`config.mk`:
```
export PLATFORM = sky130hd
export DESIGN_NAME = issue_pair_router
export DESIGN_NICKNAME = d
export VERILOG_FILES = /design/src/rtl/issue_pair_router.sv
export SDC_FILE = /design/constraint.sdc
export NUM_CORES = 1
export LEC_CHECK = 0
export ABC_AREA = 1
export CORE_UTILIZATION = 43
export CTS_CLUSTER_SIZE = 30
export DETAILED_ROUTE_END_ITERATION = 16
export PLACE_DENSITY = 0.77
export SLEW_MARGIN = 15
export SYNTH_ARGS = -nofsm -noshare
export SYNTH_HDL_FRONTEND = slang
export SYNTH_SLANG_ARGS = --single-unit
```
`constraint.sdc`:
```
create_clock -name clk -period 1.3 [get_ports clk]
set_input_delay 0.13 -clock clk [delete_from_list [all_inputs] [get_ports clk]]
set_output_delay 0.13 -clock clk [all_outputs]
set_load 0.01 [all_outputs]
```
`src/rtl/issue_pair_router.sv`:
```
// Issue-pair router: steers a fetched instruction pair into the even/odd
// issue slots of the dual-issue execution block. Pairs that cannot go out
// together (both on the same pipe, or the second reads what the first writes)
// are split over two cycles, with the second instruction parked in hold
// registers. Honours the execution block's RAW stall and branch flush.
module issue_pair_router #(
    parameter logic [0:31] NOP_EVEN = 32'h40200000,
    parameter logic [0:31] NOP_ODD  = 32'h00200000,
    parameter int          PC_W     = 8
) (
    input  logic            clk,
    input  logic            reset,
    input  logic            fetch_valid,
    output logic            fetch_ready,
    input  logic [0:31]     instr_a,
    input  logic [0:31]     instr_b,
    input  logic [PC_W-1:0] pc_a,
    input  logic            odd_a,
    input  logic            odd_b,
    input  logic            wr_a,
    input  logic [0:6]      rt_a,
    input  logic [0:6]      ra_b,
    input  logic [0:6]      rb_b,
    input  logic [0:6]      rc_b,
    input  logic [2:0]      src_b_used,
    input  logic            stall_even_raw,
    input  logic            stall_odd_raw,
    input  logic            branch_taken,
    output logic [0:31]     instr_even,
    output logic [0:31]     instr_odd,
    output logic [PC_W-1:0] pc,
    output logic            first_odd,
    output logic            issue_valid
);

    typedef enum logic {RUN, SECOND} state_t;

    localparam logic [PC_W-1:0] PC_ONE = PC_W'(1);

    state_t          state_reg, state_next;
    logic [0:31]     instr_even_reg, instr_even_next;
    logic [0:31]     instr_odd_reg, instr_odd_next;
    logic [PC_W-1:0] pc_reg, pc_next;
    logic            first_odd_reg, first_odd_next;
    logic            issue_valid_reg, issue_valid_next;
    logic [0:31]     hold_instr_reg, hold_instr_next;
    logic            hold_odd_reg, hold_odd_next;
    logic [PC_W-1:0] hold_pc_reg, hold_pc_next;

    logic            stall;
    logic            dep;
    logic            pairable;
    logic            accept;

    // Source operands of instr_b, indexed to line up with src_b_used bits.
    logic [0:6]      src_addr [3];
    logic [2:0]      src_hit;

    assign src_addr[2] = ra_b;
    assign src_addr[1] = rb_b;
    assign src_addr[0] = rc_b;

    // A source only counts as a hazard when it is actually read.
    for (genvar gi = 0; gi < 3; gi++) begin : g_src_hit
        assign src_hit[gi] = src_b_used[gi] && (src_addr[gi] == rt_a);
    end

    assign stall       = stall_even_raw | stall_odd_raw;
    assign dep         = wr_a && (|src_hit);
    assign pairable    = (odd_a != odd_b) && !dep;
    assign fetch_ready = !reset && (state_reg == RUN) && !stall && !branch_taken;
    assign accept      = fetch_valid && fetch_ready;

    // Next-state and slot steering; flush beats stall, stall freezes everything.
    always_comb begin
        state_next       = state_reg;
        instr_even_next  = instr_even_reg;
        instr_odd_next   = instr_odd_reg;
        pc_next          = pc_reg;
        first_odd_next   = first_odd_reg;
        issue_valid_next = issue_valid_reg;
        hold_instr_next  = hold_instr_reg;
        hold_odd_next    = hold_odd_reg;
        hold_pc_next     = hold_pc_reg;

        if (branch_taken) begin
            instr_even_next  = NOP_EVEN;
            instr_odd_next   = NOP_ODD;
            issue_valid_next = 1'b0;
            hold_instr_next  = '0;
            hold_odd_next    = 1'b0;
            hold_pc_next     = '0;
            state_next       = RUN;
        end else if (!stall) begin
            case (state_reg)
                RUN: begin
                    if (accept) begin
                        pc_next          = pc_a;
                        first_odd_next   = odd_a;
                        issue_valid_next = 1'b1;
                        if (pairable) begin
                            instr_even_next = odd_a ? instr_b : instr_a;
                            instr_odd_next  = odd_a ? instr_a : instr_b;
                        end else begin
                            instr_even_next = odd_a ? NOP_EVEN : instr_a;
                            instr_odd_next  = odd_a ? instr_a : NOP_ODD;
                            hold_instr_next = instr_b;
                            hold_odd_next   = odd_b;
                            hold_pc_next    = pc_a + PC_ONE;
                            state_next      = SECOND;
                        end
                    end else begin
                        instr_even_next  = NOP_EVEN;
                        instr_odd_next   = NOP_ODD;
                        issue_valid_next = 1'b0;
                    end
                end
                SECOND: begin
                    instr_even_next  = hold_odd_reg ? NOP_EVEN : hold_instr_reg;
                    instr_odd_next   = hold_odd_reg ? hold_instr_reg : NOP_ODD;
                    pc_next          = hold_pc_reg;
                    first_odd_next   = hold_odd_reg;
                    issue_valid_next = 1'b1;
                    state_next       = RUN;
                end
                default: state_next = RUN;
            endcase
        end
    end

    // State and output registers with synchronous reset.
    always_ff @(posedge clk) begin
        if (reset) begin
            state_reg       <= RUN;
            instr_even_reg  <= NOP_EVEN;
            instr_odd_reg   <= NOP_ODD;
            pc_reg          <= '0;
            first_odd_reg   <= 1'b0;
            issue_valid_reg <= 1'b0;
            hold_instr_reg  <= '0;
            hold_odd_reg    <= 1'b0;
            hold_pc_reg     <= '0;
        end else begin
            state_reg       <= state_next;
            instr_even_reg  <= instr_even_next;
            instr_odd_reg   <= instr_odd_next;
            pc_reg          <= pc_next;
            first_odd_reg   <= first_odd_next;
            issue_valid_reg <= issue_valid_next;
            hold_instr_reg  <= hold_instr_next;
            hold_odd_reg    <= hold_odd_next;
            hold_pc_reg     <= hold_pc_next;
        end
    end

    assign instr_even  = instr_even_reg;
    assign instr_odd   = instr_odd_reg;
    assign pc          = pc_reg;
    assign first_odd   = first_odd_reg;
    assign issue_valid = issue_valid_reg;

endmodule

```
# Yosys cells after proc, flatten, opt, wreduce, memory -nomap -nowiden
# Cells that the tools add are included.
# totals
output_inout_bits	75
reg_bits	116
word_cells	58
# op_classes
reduce_logical	17
add_sub_neg	1
n_mux	21
eq_ne	5
n_bitwise	5
# ops
cell	count
32-bit 2-to-1 mux	10
32-bit case mux with 2 select lines	2
7-bit == test	3
8-bit case mux with 2 select lines	1
1-bit logical AND	9
8-bit by 1-bit adder with 8-bit output (second input constant)	1
8-bit 2-to-1 mux	1
1-bit case mux with 2 select lines	3
1-bit logical NOT	4
1-bit 2-to-1 mux	4
1-bit NOT	4
4-bit AND reduction	1
3-bit AND reduction	1
3-bit OR reduction	1
2-bit != test (second input constant)	1
2-bit OR reduction	1
1-bit != test	1
1-bit OR	1

# Depth between registers and ports, before layout
# logic_depth
ltp_word	9
ltp_mapped	15
ltp_nobuf	14

# Worst setup path before layout
# No wires, ideal clock.
# synth_timing
path_type	register to register
startpoint	register state_reg
endpoint	register first_odd_reg (netlist: first_odd)
path_slack_ps	-106
period_less_slack_ps	1406
path_stages_with_launch	7
required_ps	1221
arrival_ps	1327
cell_sequence	dfxtp_1 buf_2 nand2_1 a21oi_4 buf_6 nor2_1 a211oi_2
# synth_via
elab_chain_len	7
word_cells_on_any_way	8
# synth_rtl
item	line_no	text
from (decl)	40	state_t state_reg, state_next;
from (signal assigned)	144	state_reg <= state_next;
1-bit NOT (no line)	n/a	
1-bit logical AND (3 in series)	71	assign fetch_ready = !reset && (state_reg == RUN) && !stall && !branch_taken;
1-bit logical AND	72	assign accept = fetch_valid && fetch_ready;
2-bit != test (no line)	n/a	
3-bit AND reduction (no line)	n/a	
to (signal assigned)	148	first_odd_reg <= first_odd_next;
to (decl)	44	logic first_odd_reg, first_odd_next;
# Parallel ways exist; a longest one is shown, timed or not.
# A chain may end at the register's enable or synchronous reset.

# Worst setup path after layout
# layout_timing
startpoint	register state_reg
endpoint	register hold_instr_reg[0] (netlist name)
# layout_via
elab_chain_len	6
# layout_rtl
item	line_no	text
1-bit NOT (no line) *	n/a	
1-bit logical AND (3 in series)	71	
1-bit logical AND	72	
4-bit AND reduction (no line) *	n/a	
to (signal assigned)	150	hold_instr_reg <= hold_instr_next;
to (decl)	46	logic [0:31] hold_instr_reg, hold_instr_next;
# Mark *: on every way between the ends. The rest lies on a longest branch, timed or not.

==> out/metrics.csv <==
stage;metric;value;unit
placed_design;IO Port Bufs;186;
die;Rows;44;
cells_and_area;layout cells sized above 1;0.1371;
synth;most numerous cell in the Yosys netlist;nand2_1;
synth;main area contributors after synthesis;dfxtp_1 (36%), nand2_1 (19%), nand3_1 (8.7%), a21oi_1 (8.6%), o21ai_0 (7.9%);
detailed_routing;post-DR vias/cell;5.329;
placed_design;Cell Area, Placed;8701;sq um
setup_path;top cell family by delay on the critical path;simple AND/OR/NAND/NOR gates;
cells_and_area;Nets;1340;
global_routing;global-route wire length before repair;33.63;mm
timing;clk_skew;0.007609;ns
setup_path;Startpoint Class;register;
clocking;Inserted Clock Buffers;17;
detailed_routing;DRC Markers;0;
setup_path;Worst Path Buf+Inv;2;
die;chip width;123.9;um
synth;post-synth top area cell;dfxtp_1;
placed_design;Final Wtd Congestion;0.8762;
power;Power per Cell Area;1050;nW/um^2
synth;Synth Flop Type;dfxtp_1;
placed_design;DP Cell Count;1375;
clocking;Clock transition at path regs;0.06;ns
setup_path;path depth of the worst reg2reg path;7;
detailed_routing;Via Count;7588;
global_routing;Total GRT Usage;0.2828;
clocking;# H-tree levels;4;
cells_and_area;Multi-input gate area;3443;sq um
die;Die H;123.9;um
synth;synth unique cells;30;
synth;post-synthesis sequential area ratio;0.3635;
detailed_routing;final wirelength;21.87;mm
hold_path;hold crit path type;input port to register;
timing;setup TNS;-5.617;ns
hold_path;Hold Path Sink;first_odd;
clocking;clk sinks;116;
power;maximum vdd drop;1.064;mV
clocking;CTS Root Cell;clkbuf_16;
detailed_routing;drt pass-1 iters;5;
die;Die Area;15350;sq um
timing;Setup violations, final;77;
setup_path;Critical R2R Launch;state_reg;
die;core area;14530;sq um
power;Pwr Total;10.12;mW
timing;worst hold margin;0.3222;ns
synth;Mean Syn Cell Area;6.263;sq um
setup_path;Critical Path RT;1.57;ns
setup_path;most frequent CP cell;nand2_4;
setup_path;crit-path cells;nor3_4 > nand2_4 > clkinv_4 > nand2_4 > buf_16 > nand2_1 > a21oi_1;
synth;top cell type's share of synthesized area;0.3635;
timing;Tcrit/Tclk final;1.107;
placed_design;dpl hpwl;13.82;mm
timing;final hold vios;0;
synth;Cells after Synth;1020;
timing;slew margin rel.;0.5960;
synth;Post-synth top cells;nand2_1 (325), inv_1 (117), dfxtp_1 (116);
setup_path;CP max FO;16;
cells_and_area;post-layout util;0.6632;
cells_and_area;area grow syn2layout;50.88;%
global_routing;largest net degree at the start of global routing;109;
timing;Slew Limit Fails;0;
cells_and_area;Design Area, Final;9639;sq um
setup_path;Reg2Reg Setup Slack;-0.14;ns
setup_path;Max stage delay on crit path;0.35;ns
clocking;CTS max path bufs;2;
synth;Yosys reg bits;116;
setup_path;WP data arrival;1.71;ns
global_routing;total grt overflow;0;
power;static leakage;4.542;nW
cells_and_area;Fillers;1294;
hold_path;Hold Path Stages;3;
synth;async set or reset register ratio after synthesis;0;
synth;Ys Warns;0;
setup_path;Crit Path Class;register to register;
setup_path;slowest stage cell, crit path;dfxtp_4;
clocking;later-pin clock latency in the skew report;0.42;ns
cells_and_area;Reg area;2326;sq um
detailed_routing;initial drt markers;879;
timing;RSZ-0062 raised after global routing;yes;
die;IO Pins;187;
timing;post-layout worst setup margin;-0.1385;ns
detailed_routing;post-detailed-route count of antenna-violating nets;0;
global_routing;antenna violations before repair;0;
run_status;outcome;complete, but fails checks;
detailed_routing;wire length per cell;15.36;um
synth;EDFF count, synth;0;
clocking;hold_buf cts;0;
synth;Mapped Nets;1133;
setup_path;Setup crit end kind;register;
setup_path;RR Endpoint;hold_instr_reg[0];
job;Max-Cap Viols;0;
clocking;TritonCTS clock tree;done;
timing;Worst Tran Pin Value;0.6060;ns
run_status;violated checks;setup timing;
synth;synthesized area;6389;sq um
die;initial core utilization;0.4396;
global_routing;vias in the first global route;6782;
cells_and_area;Ant. Diodes;0;
timing;max frequency;695.1;MHz
placed_design;worst slack, placed;-0.7679;ns
hold_path;hold path start;reset;
cells_and_area;non-filler cells, final;1424;
setup_path;Levels on crit path;7;
timing;Final Critical Period;1.439;ns
worst max path at each step:
stage                              end  slack [ns]       from
finish               hold_instr_reg[0]       -0.14  state_reg
global route                     pc[1]       -0.22  state_reg
CTS                              pc[5]       -0.13  state_reg
detailed placement  hold_instr_reg[15]       -0.77    rt_a[5]
global placement    hold_instr_reg[16]       -0.69    rt_a[4]
floorplan                    first_odd        -0.1      reset
cell usage in the layout, fill, tap and decap left out, types with 19 or more instances in the layout:
cell and n:
nand2_1 320, dfxtp_1 115, inv_1 109, nand3_1 104
a21oi_1 102, dlygate4sd2_1 88, clkdlybuf4s50_1 78, o21ai_0 74
buf_4 44, nor2_1 22, o21ai_1 21, clkbuf_16 19
worst register-to-register path: cells and delay by family (launching register included):
family | cells | cell delay [ns]
AOI/OAI and AO/OA | 1 | 0.07
DFF | 1 | 0.35
buffers and inverters | 2 | 0.33
and+or+nand+nor | 4 | 0.53
cell type report:
type                    count  share of cell area
repair buffers            259              0.2651
clock buffers              19             0.04699
flip-flops and latches    116              0.2413
inverters                 119             0.04686
well taps                 184             0.02388
multi-input cells         714              0.3572
clock inverters            13             0.01869
timing repair:
action | 4_1_cts | 5_1_grt
buffers inserted | 7 | 5
cloned | 5 | 3
setup endpoints to repair | 190 | 116
gates resized for setup | 183 | 56
pin swaps | 18 | 30
per-layer routing:
metal  global-route usage  wire length, um  share of wire  vias up
met5                    0                0              0        -
met4               0.1116              586          0.027        0
met3              0.05311             1910          0.087       43
met2               0.4510            10050           0.46      412
met1               0.3762             9322           0.43     3435
li1                     -                -              -     3698
power by group:
part / switching [mW] / internal (mW) / total, mW
logic: 0.752 / 0.663 / 1.42
clock network: 1.76 / 3.30 / 5.06
registers: 0.0304 / 3.62 / 3.65
cells by family (layout without fill, tap and decap cells):
family / count (synthesis) / count (layout) / synth area share
simple gates: 473 / 473 / 0.3051
flops: 116 / 116 / 0.3635
buf+inv: 190 / 410 / 0.1242
compound gates: 230 / 230 / 0.1915
xor+xnor: 10 / 10 / 0.01371
fa+ha+maj: 1 / 1 / 0.001958
(Power assumes the default switching activity.)
